`src/rtl/ws2812b_pkg.sv`:
```
`timescale 1ns/1ps
// ws2812b_pkg
// Shared definitions for the WS2812B bus feeder: register word offsets,
// STATUS bit positions, control bit positions and the bus-side FSM states.
package ws2812b_pkg;

  // Register word offsets (bus_addr = mem_addr[3:2])
  localparam logic [1:0] REG_DATA   = 2'd0;
  localparam logic [1:0] REG_STATUS = 2'd1;
  localparam logic [1:0] REG_BRIGHT = 2'd2;

  // STATUS read-back bit positions
  localparam int ST_EMPTY     = 0;
  localparam int ST_FULL      = 1;
  localparam int ST_IDLE      = 2;
  localparam int ST_OVF       = 3;
  localparam int ST_COUNT_LSB = 8;

  // STATUS write control bits
  localparam int CTL_FLUSH   = 0;
  localparam int CTL_OVF_CLR = 3;

  typedef enum logic {
    BUS_IDLE = 1'b0,
    BUS_RESP = 1'b1
  } bus_state_e;

endpackage

```
`src/rtl/ws2812b_word_fifo.sv`:
```
`timescale 1ns/1ps
// ws2812b_word_fifo
// Synchronous FIFO of GRB words with first-word-fall-through head output.
// A push while full is only taken when a pop happens in the same cycle.
// Flush overrides any push/pop in the same cycle and leaves the FIFO empty.
// Ports:
//   clk, reset_n   clock, asynchronous active-low reset
//   push, din      write request and word
//   pop            read request (ignored when empty)
//   flush          discard all entries
//   empty, full    occupancy flags
//   count          entries held, 0..DEPTH (AW+1 bits)
//   head           oldest word (valid while !empty)
module ws2812b_word_fifo #(
  parameter int DEPTH  = 8,
  parameter int AW     = 3,
  parameter int DATA_W = 24
) (
  input  logic              clk,
  input  logic              reset_n,
  input  logic              push,
  input  logic [DATA_W-1:0] din,
  input  logic              pop,
  input  logic              flush,
  output logic              empty,
  output logic              full,
  output logic [AW:0]       count,
  output logic [DATA_W-1:0] head
);

  logic [DATA_W-1:0] mem [DEPTH];
  logic [AW-1:0]     wr_ptr;
  logic [AW-1:0]     rd_ptr;
  logic [AW:0]       count_q;
  logic              do_push;
  logic              do_pop;

  assign empty   = (count_q == '0);
  assign full    = (count_q == (AW+1)'(DEPTH));
  assign count   = count_q;
  assign head    = mem[rd_ptr];
  assign do_pop  = pop & ~empty;
  assign do_push = push & (~full | do_pop);

  // Storage carries data only; it needs no reset.
  always_ff @(posedge clk) begin
    if (do_push) begin
      mem[wr_ptr] <= din;
    end
  end

  // Pointers wrap naturally at AW bits.
  always_ff @(posedge clk or negedge reset_n) begin
    if (!reset_n) begin
      wr_ptr  <= '0;
      rd_ptr  <= '0;
      count_q <= '0;
    end else if (flush) begin
      wr_ptr  <= '0;
      rd_ptr  <= '0;
      count_q <= '0;
    end else begin
      if (do_push) wr_ptr <= wr_ptr + 1'b1;
      if (do_pop)  rd_ptr <= rd_ptr + 1'b1;
      case ({do_push, do_pop})
        2'b10:   count_q <= count_q + 1'b1;
        2'b01:   count_q <= count_q - 1'b1;
        default: count_q <= count_q;
      endcase
    end
  end

endmodule

```
`src/rtl/ws2812b_bus_feeder.sv`:
```
`timescale 1ns/1ps
// ws2812b_bus_feeder
// Memory-mapped front end for the single-LED WS2812B serializer. The CPU
// writes GRB words into a FIFO; words are handed to the serializer one at a
// time through the can_accept/ena handshake.
// Optional feature: define WS2812B_BRIGHTNESS_EN to add the BRIGHT register
// (offset 2) and a per-channel (c*bright)>>8 scaler on led_data.
// Ports:
//   clk, reset_n     clock, asynchronous active-low reset
//   bus_valid        decoded request
//   bus_addr         word offset
//   bus_wstrb        byte enables, 0 = read
//   bus_wdata        write data
//   bus_rdata        read data, valid while bus_ready
//   bus_ready        one-cycle completion pulse
//   led_can_accept   serializer idle
//   led_ena          word presented (serializer latches on this edge)
//   led_data         {G,R,B}
module ws2812b_bus_feeder
  import ws2812b_pkg::*;
#(
  parameter int FIFO_DEPTH = 8,
  parameter int FIFO_AW    = 3
) (
  input  logic        clk,
  input  logic        reset_n,
  input  logic        bus_valid,
  input  logic [1:0]  bus_addr,
  input  logic [3:0]  bus_wstrb,
  input  logic [31:0] bus_wdata,
  output logic [31:0] bus_rdata,
  output logic        bus_ready,
  input  logic        led_can_accept,
  output logic        led_ena,
  output logic [23:0] led_data
);

  bus_state_e     state_q;
  bus_state_e     state_d;
  logic           accept_p0;
  logic           wr_p0;
  logic [23:0]    push_word_p0;
  logic           push_req;
  logic           push_ok;
  logic           flush;
  logic           ovf_clr;
  logic           empty;
  logic           full;
  logic [FIFO_AW:0] count;
  logic [23:0]    head;
  logic           idle;
  logic [23:0]    shadow_q;
  logic           overflow_q;
  logic [31:0]    status_word;
  logic [31:0]    read_word;
  logic [31:0]    rdata_p1;
  logic           unused_bits;

  // Per-channel brightness scale; 255*255 gives 254 by construction.
  function automatic logic [7:0] scale_chan(input logic [7:0] c, input logic [7:0] b);
    logic [15:0] p;
    p = c * b;
    return p[15:8];
  endfunction

  assign unused_bits = ^{bus_wdata[31:24], bus_wstrb[3]};

  // Bus FSM: IDLE accepts, RESP drives the ready pulse.
  always_ff @(posedge clk or negedge reset_n) begin
    if (!reset_n) state_q <= BUS_IDLE;
    else          state_q <= state_d;
  end

  always_comb begin
    state_d   = state_q;
    bus_ready = 1'b0;
    case (state_q)
      BUS_IDLE: if (bus_valid) state_d = BUS_RESP;
      BUS_RESP: begin
        bus_ready = 1'b1;
        state_d   = BUS_IDLE;
      end
      default:  state_d = BUS_IDLE;
    endcase
  end

  // Stage p0: request decode
  assign accept_p0    = (state_q == BUS_IDLE) & bus_valid;
  assign wr_p0        = accept_p0 & (|bus_wstrb);
  assign push_word_p0 = {bus_wstrb[2] ? bus_wdata[23:16] : 8'h00,
                         bus_wstrb[1] ? bus_wdata[15:8]  : 8'h00,
                         bus_wstrb[0] ? bus_wdata[7:0]   : 8'h00};
  assign push_req = wr_p0 & (bus_addr == REG_DATA);
  assign flush    = wr_p0 & (bus_addr == REG_STATUS) & bus_wdata[CTL_FLUSH];
  assign ovf_clr  = wr_p0 & (bus_addr == REG_STATUS) & bus_wdata[CTL_OVF_CLR];

  // A full FIFO still takes the word when the serializer pops in the same cycle.
  assign push_ok = push_req & (~full | led_ena);

  assign led_ena = led_can_accept & ~empty;
  assign idle    = empty & led_can_accept;

  ws2812b_word_fifo #(
    .DEPTH  (FIFO_DEPTH),
    .AW     (FIFO_AW),
    .DATA_W (24)
  ) u_fifo (
    .clk     (clk),
    .reset_n (reset_n),
    .push    (push_ok),
    .din     (push_word_p0),
    .pop     (led_ena),
    .flush   (flush),
    .empty   (empty),
    .full    (full),
    .count   (count),
    .head    (head)
  );

  always_ff @(posedge clk or negedge reset_n) begin
    if (!reset_n) begin
      shadow_q   <= '0;
      overflow_q <= 1'b0;
    end else begin
      if (push_ok) shadow_q <= push_word_p0;
      if (push_req && !push_ok) overflow_q <= 1'b1;
      else if (ovf_clr)         overflow_q <= 1'b0;
    end
  end

  always_comb begin
    status_word                       = '0;
    status_word[ST_EMPTY]             = empty;
    status_word[ST_FULL]              = full;
    status_word[ST_IDLE]              = idle;
    status_word[ST_OVF]               = overflow_q;
    status_word[ST_COUNT_LSB +: 8]    = 8'(count);
  end

`ifdef WS2812B_BRIGHTNESS_EN
  logic [7:0] bright_q;

  always_ff @(posedge clk or negedge reset_n) begin
    if (!reset_n) bright_q <= 8'hFF;
    else if (wr_p0 && bus_addr == REG_BRIGHT && bus_wstrb[0]) bright_q <= bus_wdata[7:0];
  end

  assign led_data = {scale_chan(head[23:16], bright_q),
                     scale_chan(head[15:8],  bright_q),
                     scale_chan(head[7:0],   bright_q)};
`else
  assign led_data = head;
`endif

  always_comb begin
    read_word = '0;
    case (bus_addr)
      REG_DATA:   read_word = {8'h00, shadow_q};
      REG_STATUS: read_word = status_word;
`ifdef WS2812B_BRIGHTNESS_EN
      REG_BRIGHT: read_word = {24'h0, bright_q};
`else
      REG_BRIGHT: read_word = '0;
`endif
      default:    read_word = '0;
    endcase
  end

  // Stage p1: registered read data, presented with bus_ready
  always_ff @(posedge clk or negedge reset_n) begin
    if (!reset_n)       rdata_p1 <= '0;
    else if (accept_p0) rdata_p1 <= read_word;
  end

  assign bus_rdata = rdata_p1;

endmodule

```
`config.mk`:
```
export PLATFORM = sky130hd
export DESIGN_NAME = ws2812b_bus_feeder
export DESIGN_NICKNAME = d
export VERILOG_FILES = /design/src/rtl/ws2812b_pkg.sv /design/src/rtl/ws2812b_word_fifo.sv /design/src/rtl/ws2812b_bus_feeder.sv
export SDC_FILE = /design/constraint.sdc
export NUM_CORES = 1
export LEC_CHECK = 0
export CORE_MARGIN = 2
export CORE_UTILIZATION = 51
export CTS_BUF_LIST = sky130_fd_sc_hd__clkbuf_16
export CTS_CLUSTER_SIZE = 12
export DETAILED_ROUTE_END_ITERATION = 8
export PLACE_DENSITY = 0.87
export SLEW_MARGIN = 10
export SYNTH_ARGS = -nofsm -noshare
export SYNTH_HDL_FRONTEND = slang
export SYNTH_SLANG_ARGS = --single-unit
```
`constraint.sdc`:
```
create_clock -name clk -period 4.2 [get_ports clk]
set_input_delay 0.63 -clock clk [delete_from_list [all_inputs] [get_ports clk]]
set_output_delay 0.63 -clock clk [all_outputs]
set_load 0.005 [all_outputs]
```
Word level (Yosys, flattened, before mapping):

Memory sizes are Yosys's and may differ from the RTL's.
Index checks and enable logic that the tools add are counted.

* memories kept: 1
* bits in writable memories: 192
* bits of input ports: 42
* flip-flop bits (word level): 68
* output and inout bits: 58

* add/subtract/negate cells: 4
* mux-type cells: 17
* equal/unequal tests: 4
* bitwise operators: 16
* reduce and logical (&&, ||, !) cells: 9

Memory list
* u_fifo.mem: words 8, width 24, read ports 1, clocked after Yosys merged registers in 0, write ports 1, RTL line ws2812b_word_fifo.sv:31 `logic [DATA_W-1:0] mem [DEPTH];`

Operator list (number)
* 24-bit one-hot mux with 2 select lines: 1
* 8-bit two-way mux: 3
* 3-bit two-way mux: 4
* 1-bit bitwise AND: 11
* 4-bit one-hot mux with 2 select lines: 1
* 3-bit by 1-bit adder with 3-bit output (second input constant): 2
* 1-bit two-way mux: 6
* 2-bit nonzero test: 3
* 4-bit by 1-bit adder with 4-bit output (second input constant): 1
* 2-bit by 1-bit equality test with 1-bit output (second input constant): 2
* 4-bit equality test (second input constant): 1
* 4-bit logical NOT: 1
* 4-bit two-way mux: 1
* 4-bit OR reduction: 1
* 4-bit by 1-bit subtractor with 4-bit output (second input constant): 1
* 1-bit NOT: 3
* 3-bit nonzero test: 1
* 2-bit equality test (second input constant): 1
* 2-bit logical NOT: 1
* 1-bit bitwise OR: 2
* 1-bit one-hot mux with 2 select lines: 1
* 1-bit logical AND: 1
* 1-bit logical NOT: 1

Logic depth before layout (Yosys ltp):

* depth in word-level cells: 9
* gate-level depth with buffers: 10
* depth with buffers taken out: 8

By module:

Synthesis repeated with hierarchy kept, for this count alone.

* cell total of the unflattened synthesis: 526
* area total of the unflattened synthesis: 10204.8 sq um

Modules (own cells, without submodules)
* ws2812b_word_fifo: instances 1, area an instance 7937.6 sq um, cells an instance 355
* ws2812b_bus_feeder: instances 1, area an instance 2267.2 sq um, cells an instance 171

Worst setup path after synthesis:

No wires, ideal clock.

* path kind: input -> register
* start point: in bus_addr[0]
* end point: mem u_fifo.mem[2][0] (enable)
* setup slack: -385 ps
* stages: 4
* data arrival time: 4110 ps
* required time: 3725 ps
* path buffers: 1
* cells stage by stage: nor4b_4 o211ai_2 buf_4 nor4b_1

* longest elaborated chain between the ends: 6

Ends and longest elaborated chain
* from (decl): RTL line ws2812b_bus_feeder.sv:28 `input logic [1:0] bus_addr,`
* 2-bit logical NOT: RTL line ws2812b_bus_feeder.sv:93 `assign push_req = wr_p0 & (bus_addr == REG_DATA);`
* 1-bit bitwise AND: RTL line ws2812b_bus_feeder.sv:93
* 1-bit bitwise AND: RTL line ws2812b_bus_feeder.sv:98 `assign push_ok = push_req & (~full | led_ena);`
* 1-bit bitwise AND: RTL line ws2812b_word_fifo.sv:43 `assign do_push = push & (~full | do_pop);`
* 1-bit two-way mux: RTL line ws2812b_word_fifo.sv:47 `if (do_push) begin`
* 1-bit two-way mux (not written as such): RTL line ws2812b_word_fifo.sv:48 `mem[wr_ptr] <= din;`
* to (decl): RTL line ws2812b_word_fifo.sv:31

No other way between the ends.

Worst setup path after layout:

* start point: reg u_fifo.rd_ptr[0]
* end point: out led_data[19]

* longest elaborated chain between the ends: 1

Ends and longest elaborated chain
* from (decl): RTL line ws2812b_word_fifo.sv:33 `logic [AW-1:0] rd_ptr;`
* from (signal assigned): RTL line ws2812b_word_fifo.sv:64 `if (do_pop) rd_ptr <= rd_ptr + 1'b1;`
* memory 8 x 24 bit
* to (decl): RTL line ws2812b_bus_feeder.sv:35 `output logic [23:0] led_data`

No other way between the ends.

==> impl_metrics.env <==
export IMPL_vias_per_cell=5.81
export IMPL_postSynthCellCount=574
export IMPL_numPortBuffers=83
export IMPL_fmax_mhz=294
export IMPL_cts_root_buf="clkbuf_16"
export IMPL_syn_to_final_growth_pct=19.6
export IMPL_start_kind="flop"
export IMPL_first_global_vias=5871
export IMPL_tritoncts="yes"
export IMPL_finalMaxSlewViolations=0
export IMPL_avgSynthCellArea_um2=17.6
export IMPL_setup_viol=0
export IMPL_rsz0062_at_grt="false"
export IMPL_max_slew_worst_pin_slew_ps=1050
export IMPL_die_h_um=145
export IMPL_yosysUniqueCellTypes=43
export IMPL_core_area_um2=19500
export IMPL_htreeDepth=1
export IMPL_hold_violations=0
export IMPL_wl_per_cell_um=22.4
export IMPL_clock_path_buffers=3
export IMPL_r2r_end="u_fifo.count[0]$_DFFE_PN0P_"
export IMPL_status="finished clean"
export IMPL_yosysSeqAreaShare=0.720
export IMPL_syn_area_um2=10100
export IMPL_dieArea_um2=20900
export IMPL_tns_ps=0
export IMPL_dpl_cell_count=914
export IMPL_skew_ps=17.6
export IMPL_max_slew_margin_rel=0.302
export IMPL_worst_r2r_setup_slack_ps=1400
export IMPL_p_leak_nw=4.45
export IMPL_powerDensity_nw_per_um2=582
export IMPL_worst_slack_ps=794
export IMPL_async_reset_ff_frac=0.238
export IMPL_fill_cells=1296
export IMPL_initial_utilization=0.519
export IMPL_crit_fanout=32
export IMPL_dp_hpwl_um=13400
export IMPL_final_antenna_net_count=0
export IMPL_cts_sinks=252
export IMPL_cp_required_ps=3570
export IMPL_finalCriticalPeriod_ps=3410
export IMPL_grt_use_total=0.217
export IMPL_drt_total_wl_um=21500
export IMPL_synthFlopType="edfxtp_1"
export IMPL_numCtsBuffers=26
export IMPL_drive_above_1_share=0.208
export IMPL_postCtsSetupBuffers=0
export IMPL_die_x_um=145
export IMPL_place_congestion=0.805
export IMPL_synth_edf_count=192
export IMPL_clk_pin_slew_ps=60
export IMPL_fin_crit_sh=0.811
export IMPL_pre_cts_ws_ps=718
export IMPL_drt_iter0_markers=553
export IMPL_criticalPathCategory="flop to primary output"
export IMPL_min_path_type="primary input to asynchronous set/reset pin"
export IMPL_grt_max_degree=61
export IMPL_ios=100
export IMPL_ir_drop_uv=332
export IMPL_r2r_start="u_fifo.count[1]$_DFFE_PN0P_"
export IMPL_ctsResizeCount=0
export IMPL_antenna_found_initial=0
export IMPL_worstSkewPairLatency_ps=520
export IMPL_final_cells=962
export IMPL_synth_seq_cells=252
export IMPL_vias=5585
export IMPL_grt_pass1_wl_um=33800
export IMPL_max_cap_violations=0
export IMPL_grt_ovfl_total=0
export IMPL_firstDrtPassIters=5
export IMPL_fin_nets=723
export IMPL_cp_arrival_ps=2780
export IMPL_diodes=0
export IMPL_drc=0
export IMPL_ys_warn_count=0
export IMPL_endpoint_kind="primary output"
export IMPL_num_rows=51
export IMPL_rr_worst_depth=5
export IMPL_ctsHoldBuffers=0
## logic make-up after synthesis
logic type / count (synthesis) / share of synthesized area
fa+ha+maj: 4 / 0.00496
flops: 252 / 0.720
buf+inv: 43 / 0.0242
compound gates: 46 / 0.0349
xor+xnor: 6 / 0.00521
other cells: 1 / 0.000371
mux: 82 / 0.144
simple gates: 140 / 0.0667
## per-stage QoR
step                      area [um2]  utilization  total power [mW]  hold slack, ps
after floorplan                10100            -              4.27             334
after global placement         11300        0.581              4.95             461
after detailed placement       11300        0.581              5.03             465
after CTS                      12100        0.621              7.07             284
after global routing           12100        0.621              7.33             324
final                          12100        0.621              7.03             255
## cell type report
class	instances	area (um2)	area share
sequential	252	7270	0.602
tap	265	332	0.0275
clock buffer	27	676	0.0559
inverter	3	11.3	0.000932
timing repair buffer	108	1030	0.0850
clock inverter	21	83.8	0.00694
multi-input combinational	286	2680	0.222
## per-layer routing
metal / part of all wire / up-vias / track usage
met2: 0.51 / 278 / 0.361
met5: 0 / - / 0
met1: 0.39 / 2866 / 0.300
li1: - / 2389 / -
met3: 0.076 / 52 / 0.0296
met4: 0.027 / 0 / 0.0736
## worst max-delay path, cell delays in order, from the launching register on
cell             delay [ps]
dfrtp_2                 350
buf_4                   510
mux4_2                  610
mux2_2                  300
clkdlybuf4s50_1         460
## registers in the layout (all words and copies together) (netlist names)
signal         cells
bus_rdata         24
overflow_q         1
shadow_q          24
state_q            1
u_fifo.count       4
u_fifo.mem       192
u_fifo.rd_ptr      3
u_fifo.wr_ptr      3
## synthesized netlist by cell type (all sizes together), types with 2 or more instances
library cell / count / area (um2)
and3: 2 / 12.5
mux2i: 9 / 90.1
nand2: 90 / 338
mux2: 25 / 282
edfxtp: 192 / 5770
clkbuf: 11 / 41.3
a21oi: 8 / 43.8
nor4: 2 / 12.5
xor2: 3 / 26.3
o21ai: 10 / 50.1
nor2b: 2 / 20.0
nor3: 2 / 10.0
inv: 3 / 11.3
dfrtp: 60 / 1500
ha: 4 / 50.1
buf: 29 / 191
xnor2: 3 / 26.3
nor4b: 3 / 41.3
and2: 24 / 150
nor3b: 2 / 15.0
mux4: 48 / 1080
a22o: 19 / 166
nor2: 9 / 33.8
## layout by cell type, fill, tap and decap left out, types with 9 or more instances in the layout
cell,instances
edfxtp_1,192
mux2_2,25
mux4_2,48
mux2i_1,9
inv_1,18
clkbuf_16,27
dfrtp_1,58
a22o_1,19
clkdlybuf4s50_1,82
nand2_1,90
buf_4,24
o21ai_0,10
and2_1,24
## worst max-delay path by stage
stage | from | endpoint | cells past startpoint
final | u_fifo.rd_ptr[0]$_DFFE_PN0P_ | led_data[19] | 4
after global routing | u_fifo.rd_ptr[0]$_DFFE_PN0P_ | led_data[19] | 4
after CTS | u_fifo.rd_ptr[0]$_DFFE_PN0P_ | led_data[15] | 4
after detailed placement | bus_addr[0] | u_fifo.mem[4][5]$_DFFE_PP_ | 6
after global placement | bus_addr[0] | u_fifo.mem[2][5]$_DFFE_PP_ | 6
after floorplan | bus_addr[0] | u_fifo.mem[3][0]$_DFFE_PP_ | 5
## power by group
group / switching (mW) / total, mW / internal [mW]
logic: 0.834 / 1.96 / 1.13
registers: 0.175 / 3.03 / 2.85
clock network: 0.890 / 2.04 / 1.15
Power figures use the tool's default switching activity.
